--- src/rtl/phoenix_ni_tx_pkg.sv ---
// Shared definitions for the Phoenix NoC local-port transmitter: flit width
// and the FSM state encoding used by phoenix_ni_tx.
package phoenix_ni_tx_pkg;

  localparam int TAM_FLIT = 8;

  typedef enum logic [2:0] {
    NI_S_IDLE = 3'd0,
    NI_S_HDR  = 3'd1,
    NI_S_SIZE = 3'd2,
    NI_S_PAY  = 3'd3,
    NI_S_DONE = 3'd4
  } niState_e;

endpackage

--- src/rtl/phoenix_ni_tx_stats.sv ---
// Saturating packet and stall counters for the local-port transmitter.
module phoenix_ni_stats (
  input  logic        clock,
  input  logic        reset,
  input  logic        i_pktDone,
  input  logic        i_stall,
  output logic [15:0] o_pkts,
  output logic [15:0] o_stalls
);

  logic [15:0] r_pkts;
  logic [15:0] r_stalls;

  // Both counters stick at all-ones rather than wrapping.
  always_ff @(posedge clock or posedge reset) begin
    if (reset) begin
      r_pkts   <= '0;
      r_stalls <= '0;
    end else begin
      if (i_pktDone && (r_pkts != 16'hFFFF)) r_pkts <= r_pkts + 16'd1;
      if (i_stall && (r_stalls != 16'hFFFF)) r_stalls <= r_stalls + 16'd1;
    end
  end

  assign o_pkts   = r_pkts;
  assign o_stalls = r_stalls;

endmodule

--- src/rtl/phoenix_ni_tx.sv ---
// Phoenix NoC local-port transmitter: header, size and payload flits under
// credit flow control. Optional statistics block enabled by PHOENIX_NI_STATS_EN.
module phoenix_ni_tx
  import phoenix_ni_tx_pkg::*;
#(
  parameter logic [TAM_FLIT-1:0] address = '0,
  parameter logic [TAM_FLIT-1:0] MAXLEN  = '1
) (
  input  logic                clock,
  input  logic                reset,
  input  logic                req_valid,
  output logic                req_ready,
  input  logic [TAM_FLIT-1:0] req_target,
  input  logic [TAM_FLIT-1:0] req_len,
  input  logic                pl_valid,
  output logic                pl_ready,
  input  logic [TAM_FLIT-1:0] pl_data,
  input  logic                credit_i,
  output logic                tx,
  output logic [TAM_FLIT-1:0] data_out,
  output logic                clock_tx,
  output logic                busy
`ifdef PHOENIX_NI_STATS_EN
  ,
  output logic [15:0]         stat_pkts,
  output logic [15:0]         stat_stalls
`endif
);

  niState_e            r_state;
  logic [TAM_FLIT-1:0] r_target;
  logic [TAM_FLIT-1:0] r_len;
  logic [TAM_FLIT-1:0] r_cnt;
  logic [TAM_FLIT-1:0] r_data;
  logic                r_tx;

  logic                w_load;
  logic                w_reqAccept;
  logic [TAM_FLIT-1:0] w_lenClamped;

  // The output register can take a new flit when empty or when its flit leaves.
  assign w_load       = ~r_tx | credit_i;
  assign w_reqAccept  = req_valid & req_ready;
  assign w_lenClamped = (req_len > MAXLEN) ? MAXLEN : req_len;

  always_ff @(posedge clock or posedge reset) begin
    if (reset) begin
      r_state  <= NI_S_IDLE;
      r_target <= '0;
      r_len    <= '0;
      r_cnt    <= '0;
      r_data   <= '0;
      r_tx     <= 1'b0;
    end else begin
      if (w_load) r_tx <= 1'b0;
      case (r_state)
        NI_S_IDLE: begin
          if (w_reqAccept) begin
            r_target <= req_target;
            r_len    <= w_lenClamped;
            r_state  <= NI_S_HDR;
          end
        end
        NI_S_HDR: begin
          if (w_load) begin
            r_data  <= r_target;
            r_tx    <= 1'b1;
            r_state <= NI_S_SIZE;
          end
        end
        NI_S_SIZE: begin
          if (w_load) begin
            r_data  <= r_len;
            r_tx    <= 1'b1;
            r_cnt   <= r_len;
            r_state <= (r_len == '0) ? NI_S_DONE : NI_S_PAY;
          end
        end
        NI_S_PAY: begin
          // Without a payload word the register simply drains, leaving a bubble.
          if (w_load && pl_valid) begin
            r_data <= pl_data;
            r_tx   <= 1'b1;
            r_cnt  <= r_cnt - 1'b1;
            if (r_cnt == TAM_FLIT'(1)) r_state <= NI_S_DONE;
          end
        end
        NI_S_DONE: begin
          if (w_load) r_state <= NI_S_IDLE;
        end
        default: r_state <= NI_S_IDLE;
      endcase
    end
  end

  assign req_ready = (r_state == NI_S_IDLE) & ~reset;
  assign pl_ready  = (r_state == NI_S_PAY) & w_load;
  assign busy      = (r_state != NI_S_IDLE) | r_tx;
  assign tx        = r_tx;
  assign data_out  = r_data;
  assign clock_tx  = clock;

`ifdef PHOENIX_NI_STATS_EN
  logic w_pktDone;
  logic w_stall;

  assign w_pktDone = (r_state == NI_S_DONE) & w_load;
  assign w_stall   = r_tx & ~credit_i;

  phoenix_ni_stats u_stats (
    .clock     (clock),
    .reset     (reset),
    .i_pktDone (w_pktDone),
    .i_stall   (w_stall),
    .o_pkts    (stat_pkts),
    .o_stalls  (stat_stalls)
  );
`else
  // Statistics hardware is left out of this build.
`endif

endmodule
--- config.mk ---
export PLATFORM = sky130hd
export DESIGN_NAME = phoenix_ni_tx
export DESIGN_NICKNAME = d
export VERILOG_FILES = /design/src/rtl/phoenix_ni_tx_pkg.sv /design/src/rtl/phoenix_ni_tx_stats.sv /design/src/rtl/phoenix_ni_tx.sv
export SDC_FILE = /design/constraint.sdc
export NUM_CORES = 1
export LEC_CHECK = 0
export CAP_MARGIN = 5
export CELL_PAD_IN_SITES_DETAIL_PLACEMENT = 1
export CELL_PAD_IN_SITES_GLOBAL_PLACEMENT = 1
export CORE_MARGIN = 2
export CORE_UTILIZATION = 42
export DETAILED_ROUTE_END_ITERATION = 10
export HOLD_SLACK_MARGIN = 0.08
export PLACE_DENSITY = 0.81
export SKIP_LAST_GASP = 1
export SYNTH_ARGS = -nofsm -noshare
export SYNTH_HDL_FRONTEND = slang
export SYNTH_SLANG_ARGS = --single-unit
--- constraint.sdc ---
create_clock -name clock -period 4.7 [get_ports clock]
set_clock_uncertainty 0.1 [all_clocks]
set_input_delay 0.94 -clock clock [delete_from_list [all_inputs] [get_ports clock]]
set_output_delay 0.94 -clock clock [all_outputs]
set_load 0.03 [all_outputs]
==> results.md <==
Outcome:
- The flow ran to the end, and the final reports show no timing, DRC or antenna violations.

Global routing:
- The number of antenna violations at the first check in global routing came to 0.
- Entering global routing, the biggest net connects 28 pins.
- The via count of the first global-routing pass came to 1577.
- The first global-routing pass estimated 7.84 mm of wire.
- Summed over all layers, the global routing overflow is 0.
- The overall fraction of global-route tracks in use is 0.202.

Synth:
- The post-synthesis cell type count is 44.
- Yosys attributes the largest share of cell area to dfrtp_1 45%, mux2_4 7.5%, mux2i_1 4.5%, a21oi_1 3.8%, mux2_2 3.4%.
- The number of nets handed over by synthesis was 222.
- The commonest cells after synthesis are 36 x dfrtp_1, 16 x nor2_1, 15 x a21oi_1.
- The main flop type after synthesis is dfrtp_1.
- The register bit count reported by yosys is 36.
- The largest total area in the synthesized netlist belongs to dfrtp_1.
- The average footprint of a synthesized cell is 10.5 um^2.
- The fraction of registers with async set or reset after synthesis is 1.00.
- The number of warnings printed during yosys synthesis is 0.
- The cell with the most instances after synthesis is dfrtp_1.
- The number of enable flip-flop cells after synthesis is 0.
- The share of the synthesized area in the top cell type is 0.450.
- The synthesized netlist cell count is 191.
- The synthesized netlist occupies a cell area of 0.00200 mm^2.
- The share of the Yosys chip area taken by registers is 0.450.

Power and ir drop:
- VDD sags by at most 0.333 mV.
- The leakage power is 1.13 nW.
- The internal power of the cells totals 1.08 mW.
- The net switching share of the total power is 0.410.
- The power per unit of standard cell area is 718 mW/mm^2.
- The clock group share of total power is 0.202.
- The power spent charging and discharging nets is 749 uW.
- The share of total power dissipated in sequential elements is 0.353.
- The combinational group share of total power is 0.445.

Setup path:
- The kind of end point of the critical path is an output port.
- The classification of the worst setup path is clk2out.
- The worst setup path is launched from a clock port.
- On the critical path the largest part of the delay comes from buffers and inverters.
- The largest fanout of any net on the critical path is 2.
- STA puts the critical path data required time at 3.66 ns.
- The highest-delay cell along the critical path is clkdlybuf4s50_1.
- Tracing the worst setup path back leads to its startpoint at clock.
- The number of buffers and inverters on the critical path is 3.
- Counting stages on the worst path, the most repeated cell is clkbuf_8.
- Traced cell by cell, the critical path runs through clkbuf_8 -> clkbuf_8 -> clkdlybuf4s50_1.
- The startpoint of the lowest-slack register-to-register path is r_state[0]$_DFFE_PP0P_.
- The peak per-stage delay on the critical path is 0.58 ns.
- At the worst endpoint, the arrival time is 3.15 ns.

Detailed routing:
- The routed design has 4.87 mm of wire.
- In the routed design, unresolved DRC markers number 0.
- The mean number of vias per cell is 5.51.
- After detailed routing, the average wire length per cell comes to 17.1 um.
- The count of nets left with antenna violations after detail routing is 0.
- The starting DRC count in detailed routing is 67.
- Summing over every cut layer, the via total after detailed routing is 1570.
- The first TritonRoute pass finished after 4 iterations.

Layout:
- The number of nets in the final layout is 261.
- The area taken by multi-input logic gates is 990 um^2.
- Relative to the synthesized area, the layout overhead comes to 27.1%.
- The share of cells above drive strength 1 is 0.152.
- For this run, the share of the core covered by cells in the final layout is 0.546.
- After filler insertion, the fill cell instance count of the layout stands at 514.
- 0 antenna diodes ended up in the layout.
- The finished layout cell area is 0.00254 mm^2.
- The count of non-filler cells in the finished layout is 285.
- The area used by sequential logic in the layout is 901 um^2.

Timing:
- Setup repair after global routing left no endpoint under its margin.
- The total of endpoints with negative setup slack in the final report is 0.
- The number of hold-slack violations in the final timing report is 0.
- The max-slew violation total from the final report is 0.
- The sum of negative setup slack is 0 ns.
- The least setup slack across all paths after layout is 0.508 ns.
- The worst-margin pin slew is 0.925 ns.
- Measured against its own limit, the worst slew margin works out to 0.383.

Place:
- In this run the cell area measured after placement is 0.00239 mm^2.
- In this run, placement finished with an instance count of 274.
- The congestion estimate from routability-driven global placement came to 0.786.
- Summed over all nets, the half-perimeter wirelength after detailed placement is 3.41 mm.
- The post-place setup slack is 0.746 ns.
- During placement, the flow inserted port buffers numbering 41.

Clocking:
- After clock tree synthesis, the flow added hold-fix buffers numbering 0.
- The clock-pin slew on the worst setup and hold paths is 0.07 ns.
- Gates resized during post-CTS repair numbered 0.
- In this run the post-CTS setup repair buffer count came out at 0.
- The clock latency on the worst-skew pair is 0.40 ns.
- TritonCTS built the clock tree.

Die:
- The floorplan step defined a die boundary enclosing 0.00533 mm^2.
- The initial utilization of the core area, before any placement, comes to 0.430.
- The top-level port count is 42.
- The floorplan step defined a core boundary enclosing 0.00466 mm^2.
- The y dimension of the die is 73.0 um.
- The row count is 25.
- Measured along the x axis, the die boundary spans 73.0 um.

Hold path:
- The classification of the worst-slack hold path is reg2reg.
- The beginning of the worst hold path is data_out[4]$_DFFE_PP0P_.

Job:
- The reported max-cap violation count is 0.
-- registers in the layout (all words and copies together) (netlist names) --
signal    flops
data_out      8
r_state       3
tx            1
r_target      8
r_cnt         8
r_len         8
-- cell type report --
class                           count  share of cell area
Inverter                            5             0.00738
Tap cell                           54              0.0266
Multi-Input combinational cell    137               0.389
Clock buffer                       10              0.0487
Sequential cell                    36               0.354
Clock inverter                      2              0.0138
Timing Repair Buffer               41               0.160
-- kinds of logic (layout without fill, tap and decap cells) --
group / count (synthesis) / after routing / share of synthesized area
fa+ha+maj: 2 / 2 / 0.0125
compound gates: 48 / 48 / 0.145
flops: 36 / 36 / 0.450
mux: 26 / 26 / 0.159
buf+inv: 18 / 58 / 0.0556
simple gates: 61 / 61 / 0.178
-- stage by stage --
stage	total power [mW]	hold slack, ns
global placement	1.46	0.366
finish	1.83	0.379
CTS	1.85	0.383
detailed placement	1.50	0.366
floorplan	1.29	0.371
global route	1.97	0.413
-- tightest hold or removal path: stages (launching register included) --
cell     delay [ns]
dfrtp_1        0.34
nand2_1        0.06
o21ai_2        0.05
-- layout by cell type, fill, tap and decap left out, types with 5 or more instances in the layout --
master,netlist,final
mux2_2,6,6
nor2_1,16,16
mux2_4,10,10
o21ai_1,6,6
dfrtp_1,36,36
o21ai_0,11,11
clkdlybuf4s50_1,0,41
clkbuf_8,0,8
inv_1,5,5
nand2_1,14,14
mux2i_1,9,9
a21oi_1,15,15
-- power by group through the flow --
stage	clock network [mW]	logic (mW)	registers (mW)
6_report	0.369	0.813	0.645
5_1_grt	0.400	0.898	0.672
4_1_cts	0.380	0.824	0.645
3_5_place_dp	0.0354	0.818	0.648
3_3_place_gp	0.0354	0.789	0.641
2_1_floorplan	0.0319	0.636	0.621
-- metal layers --
layer,track usage,up-vias,part of all wire
li1,-,766,-
met2,0.306,35,0.49
met3,0.0580,7,0.033
met1,0.264,762,0.47
met5,0,-,0
met4,0.0988,0,0.015
-- final timing paths --
check / to / slack [ns] / cells past startpoint
min: data_out[4]$_DFFE_PP0P_ / 0.38 / 2
min in group asynchronous: r_cnt[1]$_DFFE_PP0P_ / 0.86 / 2
max in group asynchronous: r_cnt[2]$_DFFE_PP0P_ / 2.92 / 3
max reg2reg: r_state[0]$_DFFE_PP0P_ / 2.32 / 4
min reg2reg: data_out[4]$_DFFE_PP0P_ / 0.38 / 2
max: clock_tx / 0.51 / 3
(Power assumes the default switching activity.)
